[config.mk]
export PLATFORM = sky130hd
export DESIGN_NAME = sobel_stage_sequencer
export DESIGN_NICKNAME = d
export VERILOG_FILES = /design/src/rtl/sobel_stage_sequencer.sv
export SDC_FILE = /design/constraint.sdc
export NUM_CORES = 1
export LEC_CHECK = 0
export ABC_AREA = 0
export ABC_CLOCK_PERIOD_IN_PS = 3900
export CORE_MARGIN = 1
export CORE_UTILIZATION = 53
export CTS_BUF_LIST = sky130_fd_sc_hd__clkbuf_4
export CTS_CLUSTER_SIZE = 10
export DETAILED_ROUTE_END_ITERATION = 7
export PLACE_DENSITY = 0.75
export SETUP_SLACK_MARGIN = 0.2
export SYNTH_ARGS = -nofsm -noshare
export SYNTH_HDL_FRONTEND = slang
export SYNTH_SLANG_ARGS = --single-unit
[constraint.sdc]
create_clock -name ap_clk -period 3.9 [get_ports ap_clk]
set_clock_uncertainty 0.05 [all_clocks]
set_input_delay 0.78 -clock ap_clk [delete_from_list [all_inputs] [get_ports ap_clk]]
set_output_delay 0.78 -clock ap_clk [all_outputs]
set_load 0.1 [all_outputs]
[src/rtl/sobel_stage_sequencer.sv]
// rtl/sobel_stage_sequencer.sv - ap_ctrl_hs sequencer for the Sobel sub-pipeline stages
//
// Runs NUM_STAGES child stages strictly in index order, driving each child's
// ap_start and waiting for its ap_done, while presenting an ap_ctrl_hs slave
// interface to the host. Per-stage and whole-run cycle counts are kept in
// saturating registers. An optional watchdog aborts a stage that hangs.
//
// Ports:
//   ap_clk, ap_rst_n        clock, synchronous active-low reset
//   ap_start                host start request (sampled in IDLE only)
//   ap_done, ap_ready       one-cycle pulses at the end of a run or abort
//   ap_idle                 high while the sequencer is in IDLE
//   stage_start             one-hot (or zero) ap_start to the children
//   stage_ready/stage_done  ap_ready / ap_done from the children
//   lat_sel, lat_data       per-stage latency readout
//   total_cycles            cycle count of the whole last run
//   err_timeout, err_stage  watchdog abort flag and offending stage index

module sobel_stage_sequencer #(
    parameter int NUM_STAGES = 4,
    parameter int CNT_W      = 32,
    parameter int TIMEOUT    = 0,
    localparam int IDX_W     = (NUM_STAGES > 1) ? $clog2(NUM_STAGES) : 1
) (
    input  logic                  ap_clk,
    input  logic                  ap_rst_n,
    input  logic                  ap_start,
    output logic                  ap_done,
    output logic                  ap_ready,
    output logic                  ap_idle,
    output logic [NUM_STAGES-1:0] stage_start,
    input  logic [NUM_STAGES-1:0] stage_ready,
    input  logic [NUM_STAGES-1:0] stage_done,
    input  logic [IDX_W-1:0]      lat_sel,
    output logic [CNT_W-1:0]      lat_data,
    output logic [CNT_W-1:0]      total_cycles,
    output logic                  err_timeout,
    output logic [IDX_W-1:0]      err_stage
);

    typedef enum logic [1:0] {
        S_IDLE,
        S_RUN,
        S_FINISH
    } state_t;

    localparam logic [CNT_W-1:0]      CNT_MAX  = '1;
    localparam logic [IDX_W-1:0]      LAST_IDX = IDX_W'(NUM_STAGES - 1);
    localparam logic [NUM_STAGES-1:0] ONE_HOT0 = NUM_STAGES'(1);

    state_t           state;
    logic [IDX_W-1:0] idx;
    logic             started;
    logic [CNT_W-1:0] stage_cnt [NUM_STAGES];

    logic cur_ready;
    logic cur_done;
    logic wd_hit;

    // Only the active child's handshake matters; other indices are ignored.
    assign cur_ready = stage_ready[idx];
    assign cur_done  = stage_done[idx];

    // Compared against the count before this cycle's increment, so the stage
    // has already been granted TIMEOUT full cycles when the watchdog fires.
    assign wd_hit = (TIMEOUT > 0) && (stage_cnt[idx] == CNT_W'(TIMEOUT));

    assign ap_idle  = (state == S_IDLE);
    assign lat_data = stage_cnt[lat_sel];

    always_ff @(posedge ap_clk) begin
        if (!ap_rst_n) begin
            state        <= S_IDLE;
            idx          <= '0;
            started      <= 1'b0;
            stage_start  <= '0;
            ap_done      <= 1'b0;
            ap_ready     <= 1'b0;
            total_cycles <= '0;
            err_timeout  <= 1'b0;
            err_stage    <= '0;
            for (int i = 0; i < NUM_STAGES; i++) begin
                stage_cnt[i] <= '0;
            end
        end else begin
            ap_done  <= 1'b0;
            ap_ready <= 1'b0;
            case (state)
                S_IDLE: begin
                    if (ap_start) begin
                        for (int i = 0; i < NUM_STAGES; i++) begin
                            stage_cnt[i] <= '0;
                        end
                        total_cycles <= '0;
                        err_timeout  <= 1'b0;
                        err_stage    <= '0;
                        idx          <= '0;
                        started      <= 1'b0;
                        stage_start  <= ONE_HOT0;
                        state        <= S_RUN;
                    end
                end

                S_RUN: begin
                    if (total_cycles != CNT_MAX) begin
                        total_cycles <= total_cycles + 1'b1;
                    end
                    if (stage_cnt[idx] != CNT_MAX) begin
                        stage_cnt[idx] <= stage_cnt[idx] + 1'b1;
                    end

                    if (cur_done) begin
                        // Completion wins over the watchdog and counts as an
                        // implied ready if none was seen.
                        if (idx == LAST_IDX) begin
                            stage_start <= '0;
                            ap_done     <= 1'b1;
                            ap_ready    <= 1'b1;
                            state       <= S_FINISH;
                        end else begin
                            idx         <= idx + IDX_W'(1);
                            started     <= 1'b0;
                            stage_start <= ONE_HOT0 << (idx + IDX_W'(1));
                        end
                    end else if (wd_hit) begin
                        err_timeout <= 1'b1;
                        err_stage   <= idx;
                        stage_start <= '0;
                        ap_done     <= 1'b1;
                        ap_ready    <= 1'b1;
                        state       <= S_FINISH;
                    end else begin
                        if (cur_ready) begin
                            started <= 1'b1;
                        end
                        stage_start <= (started || cur_ready) ? '0 : (ONE_HOT0 << idx);
                    end
                end

                S_FINISH: begin
                    if (total_cycles != CNT_MAX) begin
                        total_cycles <= total_cycles + 1'b1;
                    end
                    state <= S_IDLE;
                end

                default: begin
                    state <= S_IDLE;
                end
            endcase
        end
    end

endmodule

# After elaboration in Yosys (flattened, before gate mapping)
# Memories as Yosys holds them, arrays and structs flattened. A register that Yosys moved wholly into a read port is not among the register bits.
# Index checks and enable logic that the tools add are counted.
[totals]
mem_count = 1
ramBits = 128
in_bits = 13
romBits = 0
output_inout_bits = 74
latchBits = 0
regBits = 42
[memory_table]
columns = ["memory", "depth", "word_bits", "read_ports", "rd_ports_with_merged_regs", "wr", "line", "source"]
rows = [
  ["stage_cnt", 4, 32, 2, 1, 4, "54", "logic [CNT_W-1:0] stage_cnt [NUM_STAGES];"],
]
[op_classes]
addsub = 3
n_shift = 2
bitwise_logic = 4
n_lt_le_gt_ge = 1
reduce_logical = 12
n_mux = 44
mul = 0
n_eq_ne = 12
div_mod_pow = 0
[op_table]
columns = ["cell", "count"]
rows = [
  ["$mux W32", 7],
  ["$add A32 B1 Y32 const B", 2],
  ["$ne A32 B32 Y1 const B", 2],
  ["$pmux W32 S2", 1],
  ["$reduce_or A32 Y1", 1],
  ["$mux W2", 9],
  ["$mux W1", 17],
  ["$mux W4", 4],
  ["$reduce_and A3 Y1", 3],
  ["$ne A2 B2 Y1 const B", 4],
  ["$pmux W2 S2", 2],
  ["$pmux W4 S2", 1],
  ["$reduce_and A4 Y1", 2],
  ["$shl A1 B2 Y4 const A", 2],
  ["$ne A3 B3 Y1 const B", 2],
  ["$bmux W1 S2", 2],
  ["$eq A2 B2 Y1 const B", 2],
  ["$or A1 B1 Y1", 4],
  ["$reduce_bool A2 Y1", 2],
  ["$lt A2 B3 Y1 const B", 1],
  ["$add A2 B1 Y2 const B", 1],
  ["$eq A2 B1 Y1 const B", 1],
  ["$logic_not A2 Y1", 1],
  ["$ne A2 B1 Y1 const B", 1],
  ["other kinds (4)", 4],
]

# Logic depth before layout (Yosys ltp)
# Gate-level depths: netlist of the first run.
[depth]
ltp_word = 7
depth_mapped = 11

# Worst setup path after synthesis of the first run
# No wires, ideal clock.
[synth_path]
path_kind = "register -> register"
start = "register (tool-made name)"
end = "memory stage_cnt[0][0], enable pin"
arrival_ns = 2.928
path_stages_with_launch = 12
setup_slack_ns = 0.444
period_less_slack_ns = 3.456
n_path_buf = 5
cell_sequence = "dfxtp_1 buf_6 buf_6 buf_6 mux4_2 ha_1 nand3_1 or4_4 buf_6 o31ai_4 buf_4 nand2_1"
[synth_rtl]
columns = ["item", "line"]
rows = [
  ["end: declaration", "54"],
]

==> results of run 1 <==
==> worst max-delay path by stage <==
| stage | slack, ns | from | to | cells past startpoint |
|---|---|---|---|---|
| after CTS | 0.66 | register | stage_cnt[3][4] | 7 |
| after global placement | 0.74 | lat_sel[1] | lat_data[16] | 4 |
| final | 0.68 | register | stage_cnt[3][4] | 7 |
| after global routing | 0.51 | register | stage_cnt[3][4] | 7 |
| after floorplan | 0.44 | register | stage_cnt[0][0] | 11 |
| after detailed placement | 0.67 | ap_start | total_cycles[23] | 7 |
==> where the power goes <==
| part | total [mW] | internal (mW) | switching (mW) | leakage [nW] |
|---|---|---|---|---|
| sequential | 2.13 | 2.07 | 0.0583 | 1.76 |
| combinational | 0.952 | 0.336 | 0.616 | 1.73 |
| clock | 0.941 | 0.333 | 0.609 | 0.142 |
| total | 4.02 | 2.74 | 1.28 | 3.63 |
==> worst reg2reg max path, cell delays in order (launching register included) <==
cell	delay [ns]
dfxtp_2	0.61
buf_12	0.25
mux4_2	0.61
and4_1	0.26
nand3_1	0.38
o31ai_4	0.15
nand2_1	0.09
buf_4	0.46
==> per-layer routing <==
metal  part of all wire  up-vias  GRT usage
met1               0.41     3352      0.330
met2               0.51      301      0.418
met4              0.011        0     0.0749
met5                  0        -          0
met3              0.070       21     0.0454
li1                   -     3110          -
==> registers in the layout, summed over array words and instances, names as in the netlist, named ones only <==
name	flops
ap_ready	1
stage_start	4
state	2
started	1
idx	2
stage_cnt	128
total_cycles	32
==> layout make-up <==
type                            count  area, sq um
Antenna cell                        1         2.50
Clock buffer                       20          150
Clock inverter                     12          100
Fill cell                        1266         6320
Inverter                           12         45.0
Multi-Input combinational cell    513         4250
Sequential cell                   172         4730
Tap cell                          225          282
Timing Repair Buffer              107         1360
==> logic make-up after synthesis <==
| family | count (synthesis) | synth area share |
|---|---|---|
| XOR/XNOR | 15 | 0.0141 |
| multiplexers | 71 | 0.168 |
| buffers and inverters | 65 | 0.0399 |
| other | 1 | 0.000402 |
| AO/OA/AOI/OAI | 162 | 0.107 |
| adder cells (fa/ha/maj) | 11 | 0.0147 |
| flip-flops | 172 | 0.506 |
| AND/OR/NAND/NOR | 251 | 0.150 |
==> cell usage in the layout, fill, tap and decap left out, types with 8 or more instances in the layout <==
master           instances
o31ai_1                 18
a21oi_1                 88
mux4_2                  58
ha_1                    11
or3_1                   17
and4_1                  10
buf_12                  35
nor2_1                  80
inv_1                   12
mux4_1                   8
xnor2_1                 13
or4_4                   10
o21ai_0                 25
dfxtp_1                 43
edfxtp_1               128
nand2_1                 34
buf_4                   22
clkdlybuf4s50_1         49
clkbuf_4                20
or4_1                   12
nand3_1                 21
and3_1                  10
nand4_1                 18
==> per-stage QoR <==
stage,instances,setup WS (ns)
after CTS,1061,0.656
after floorplan,750,0.444
after global routing,1062,0.514
after detailed placement,1029,0.672
after global placement,1029,0.739
final,1062,0.679
==> results.json, run 1 <==
{
  "ys_ff_latch": 172,
  "initial_core_util": 0.542,
  "synth_area_per_cell_sq_um": 12.5,
  "path_buf_inv": 2,
  "drtIter0Drc": 485,
  "worstHoldStart": "stage_start[1]",
  "power_mw": 4.02,
  "cp.required_ns": 4.07,
  "min_to": "stage_start[1]",
  "cpPeakStageDelay_ns": 0.61,
  "synth_ff_type": "edfxtp_1",
  "area_growth_pct": 16.9,
  "grt_pass1_vias": 6730,
  "cts_max_level": 4,
  "finish.instance_area_sq_mm": 0.0109,
  "place_area_sq_mm": 0.0107,
  "synth_enable_flop_cells": 128,
  "fin_hold_ws_ns": 0.454,
  "yosys-top-cells-area": "edfxtp_1 (41%), mux4_2 (14%), dfxtp_1 (9.4%), a21oi_1 (4.8%), nor2_1 (3.2%)",
  "netlist_area_sq_mm": 0.00934,
  "critical_path_class": "reg -> reg",
  "remaining_drc_errors": 0,
  "grt-ovfl-total": 0,
  "synth_cells": 748,
  "ctsResizeCount": 0,
  "postCtsSetupBuffers": 0,
  "worst_hold_path_type": "reg -> reg",
  "worst_pin_slew_ns": 0.996,
  "crit_chain": "buf_12 -> mux4_2 -> and4_1 -> nand3_1 -> o31ai_4 -> nand2_1 -> buf_4",
  "place_congestion": 0.845,
  "cp_max_fo": 32,
  "grtUsageTotal": 0.249,
  "clockBufferDepth": 2,
  "grt_pass1_wl_mm": 34.6,
  "hold_violations": 0,
  "io_pins": 87,
  "drt-pass1-iter-count": 6,
  "clock_sinks": 172,
  "ys_async_sr_fraction": 0,
  "synth_most_common_cell": "edfxtp_1",
  "startpoint_type": "register",
  "seq_area_frac_synth": 0.506,
  "r2r_slack_ns": 0.68,
  "ir_worst_vdd_v": 0.000192,
  "crit_family": "simple AND/OR/NAND/NOR gates",
  "hpwlAfterDp_mm": 13.8,
  "vias": 6784,
  "dieArea_sq_mm": 0.0182,
  "grt_antenna_before_repair": 1,
  "drive_gt1_frac": 0.206,
  "ys_warn_count": 0,
  "yosysUniqueCellTypes": 57,
  "fin_setup_tns_ns": 0,
  "fp.dieH_microns": 135,
  "slowest_stage": "dfxtp_2",
  "drt-vias-per-instance": 6.39,
  "nets": 847,
  "fin_crit_ns": 3.22,
  "powerDensity_mw_per_mm2": 369,
  "cap_violations": 0,
  "synthTopCellsByCount": "edfxtp_1 (128), a21oi_1 (89), nor2_1 (80), mux4_2 (58), dfxtp_1 (44)",
  "slew_headroom": 0.334,
  "slew_viol_final": 0,
  "hold_depth": 2,
  "fin_util": 0.633,
  "postCtsHoldBufs": 0,
  "die_w_microns": 135,
  "core_area_sq_mm": 0.0172,
  "rsz0062_at_grt": "false",
  "rows": 48,
  "ant_nets": 0,
  "clkLatencyLatePin_ns": 0.58,
  "routed_wl_mm": 21.1,
  "post-route-period-util": 0.826,
  "finalSetupViolations": 0,
  "synth_top_area_share": 0.412,
  "cts_tree": "yes",
  "p_leak_nw": 3.63,
  "cts_buffers": 17,
  "timing.fmax_mhz": 310,
  "clock-root-buffer": "clkbuf_4",
  "arrival_ns": 3.39,
  "path_clk_slew_ns": 0.13,
  "post_drt_wl_per_cell_microns": 19.9,
  "yosysTopAreaCell": "edfxtp_1",
  "worst_r2r_endpoint": "stage_cnt[3][4]",
  "port_buffers": 83,
  "status": "complete, no violations",
  "grt_max_degree": 33,
  "endpoint_kind": "register",
  "reg2reg_depth": 7
}
No activity file was read; power rests on OpenSTA's default activity.
==> run 2, diff against run 1 <==
ABC_CLOCK_PERIOD_IN_PS = 3000   (was 3900)
clock period = 3 ns   (was 3.9 ns; I/O delays follow)
==> results.json, run 2 (same netlist as run 1, synthesis figures left out) <==
{
  "status": "complete, no violations",
  "grt_pass1_vias": 6970,
  "top_register": "stage_cnt",
  "slew_viol_final": 0,
  "worst_slack_ns": 0.176,
  "place_congestion": 0.817,
  "core_area_sq_mm": 0.0172,
  "fin_hold_ws_ns": 0.452,
  "area_growth_pct": 21.4,
  "grt_max_degree": 33,
  "ant_nets": 0,
  "startpoint_type": "register",
  "mostFrequentLayoutCells": "edfxtp_1 (128), a21oi_1 (88), nor2_1 (80), buf_4 (74), mux4_2 (62)",
  "cts_max_level": 4,
  "grtUsageTotal": 0.256,
  "dpl_worst_slack_ns": 0.0268,
  "dpl.cell_count": 1042,
  "post-route-period-util": 0.941,
  "rsz0062_at_grt": "true",
  "drt-vias-per-instance": 6.57,
  "grt-ovfl-total": 0,
  "drtIter0Drc": 620,
  "clock_power_share": 0.223,
  "combPwrFrac": 0.253,
  "clock_sinks": 172,
  "hold_violations": 0,
  "fillers": 1175,
  "clkLatencyLatePin_ns": 0.58,
  "worst_pin_slew_ns": 0.625,
  "slowest_stage": "or4_4",
  "ir_worst_vdd_v": 0.000229,
  "io_pins": 87,
  "critical_path_class": "reg -> reg",
  "clock-root-buffer": "clkbuf_4",
  "p_leak_nw": 3.92,
  "cp_common_cell": "buf_12",
  "grt_pass1_wl_mm": 35.4,
  "power.internal_mw": 3.53,
  "place_area_sq_mm": 0.0108,
  "rows": 48,
  "fin_crit_ns": 2.82,
  "cts_tree": "yes",
  "vias": 7173,
  "finish.instance_area_sq_mm": 0.0113,
  "final_common_cell": "edfxtp_1",
  "fin_setup_tns_ns": 0,
  "cp.required_ns": 3.22,
  "swShare": 0.332,
  "final_cells": 1092,
  "grt_antenna_before_repair": 1,
  "largest_reg_flops": 128,
  "path_clk_slew_ns": 0.13,
  "postCtsHoldBufs": 0,
  "cp_max_fo": 32,
  "clockBufferDepth": 2,
  "routed_wl_mm": 23.4,
  "die_w_microns": 135,
  "nets": 877,
  "port_buffers": 83,
  "crit_family": "simple AND/OR/NAND/NOR gates",
  "cpPeakStageDelay_ns": 0.54,
  "dieArea_sq_mm": 0.0182,
  "p_sw_mw": 1.75,
  "powerDensity_mw_per_mm2": 466,
  "largest_registers": "stage_cnt: 128 flops, total_cycles: 32 flops, stage_start: 4 flops",
  "hpwlAfterDp_mm": 14.3,
  "path_buf_inv": 3,
  "arrival_ns": 3.04,
  "initial_core_util": 0.542,
  "remaining_drc_errors": 0,
  "drt-pass1-iter-count": 5,
  "post_drt_wl_per_cell_microns": 21.4,
  "endpoint_kind": "register",
  "slew_headroom": 0.583,
  "fp.dieH_microns": 135,
  "crit_chain": "buf_12 -> mux4_2 -> ha_4 -> nand3_2 -> or4_4 -> buf_12 -> o31ai_4 -> buf_6 -> nand2_8",
  "worst_hold_path_type": "reg -> reg",
  "drive_gt1_frac": 0.318,
  "cts_buffers": 17,
  "finalSetupViolations": 0,
  "timing.fmax_mhz": 354,
  "cap_violations": 0,
  "power_frac_seq": 0.524
}
==> run 2: what timing repair did <==
action / CTS / global route
gates resized for setup: 12 / 26
setup buffers: 8 / 5
gates cloned: 0 / 4
endpoints found under the setup margin: 246 / 251
pin swaps: 5 / 4
==> run 2: stage by stage <==
step	total power, mW	utilization
2_1_floorplan	3.69	-
5_1_grt	5.45	0.658
4_1_cts	5.26	0.646
3_5_place_dp	4.10	0.626
3_3_place_gp	4.07	0.626
6_report	5.28	0.658
==> run 2: worst paths after layout <==
check	from	endpoint	slack, ns	depth (start not counted)
worst max-delay path	register	stage_cnt[3][24]	0.18	9
worst min-delay path	stage_start[1]	stage_start[1]	0.45	2
worst max register to register	register	stage_cnt[3][24]	0.18	9
worst min register to register	stage_start[1]	stage_start[1]	0.45	2
==> run 2: power by group through the flow <==
stage | Clock [mW] | Sequential, mW | Combinational [mW]
global route | 1.28 | 2.78 | 1.39
detailed placement | 0 | 2.82 | 1.29
floorplan | 0 | 2.82 | 0.871
global placement | 0 | 2.80 | 1.27
CTS | 1.20 | 2.76 | 1.30
finish | 1.18 | 2.77 | 1.34
==> run 2: cell type report <==
cell class	instances	area (sq um)	share of cell area
repair buffers	136	1630	0.144
multi-input cells	514	4390	0.387
flip-flops and latches	172	4750	0.419
diodes	1	2.50	0.000221
clock inverters	13	93.8	0.00828
clock buffers	19	143	0.0126
well taps	225	282	0.0248
inverters	12	45.0	0.00397
==> run 2: layer usage <==
layer / global-route usage / routed length, microns / vias up
met5: 0 / 0 / -
met4: 0.0936 / 503 / 0
met2: 0.436 / 12000 / 376
met1: 0.330 / 9220 / 3585
li1: - / - / 3170
met3: 0.0439 / 1650 / 42
==> run 2: tightest hold or removal path: stages, from the launching register on <==
cell      delay, ns
dfxtp_1        0.35
nand2_1        0.05
a21boi_0       0.07
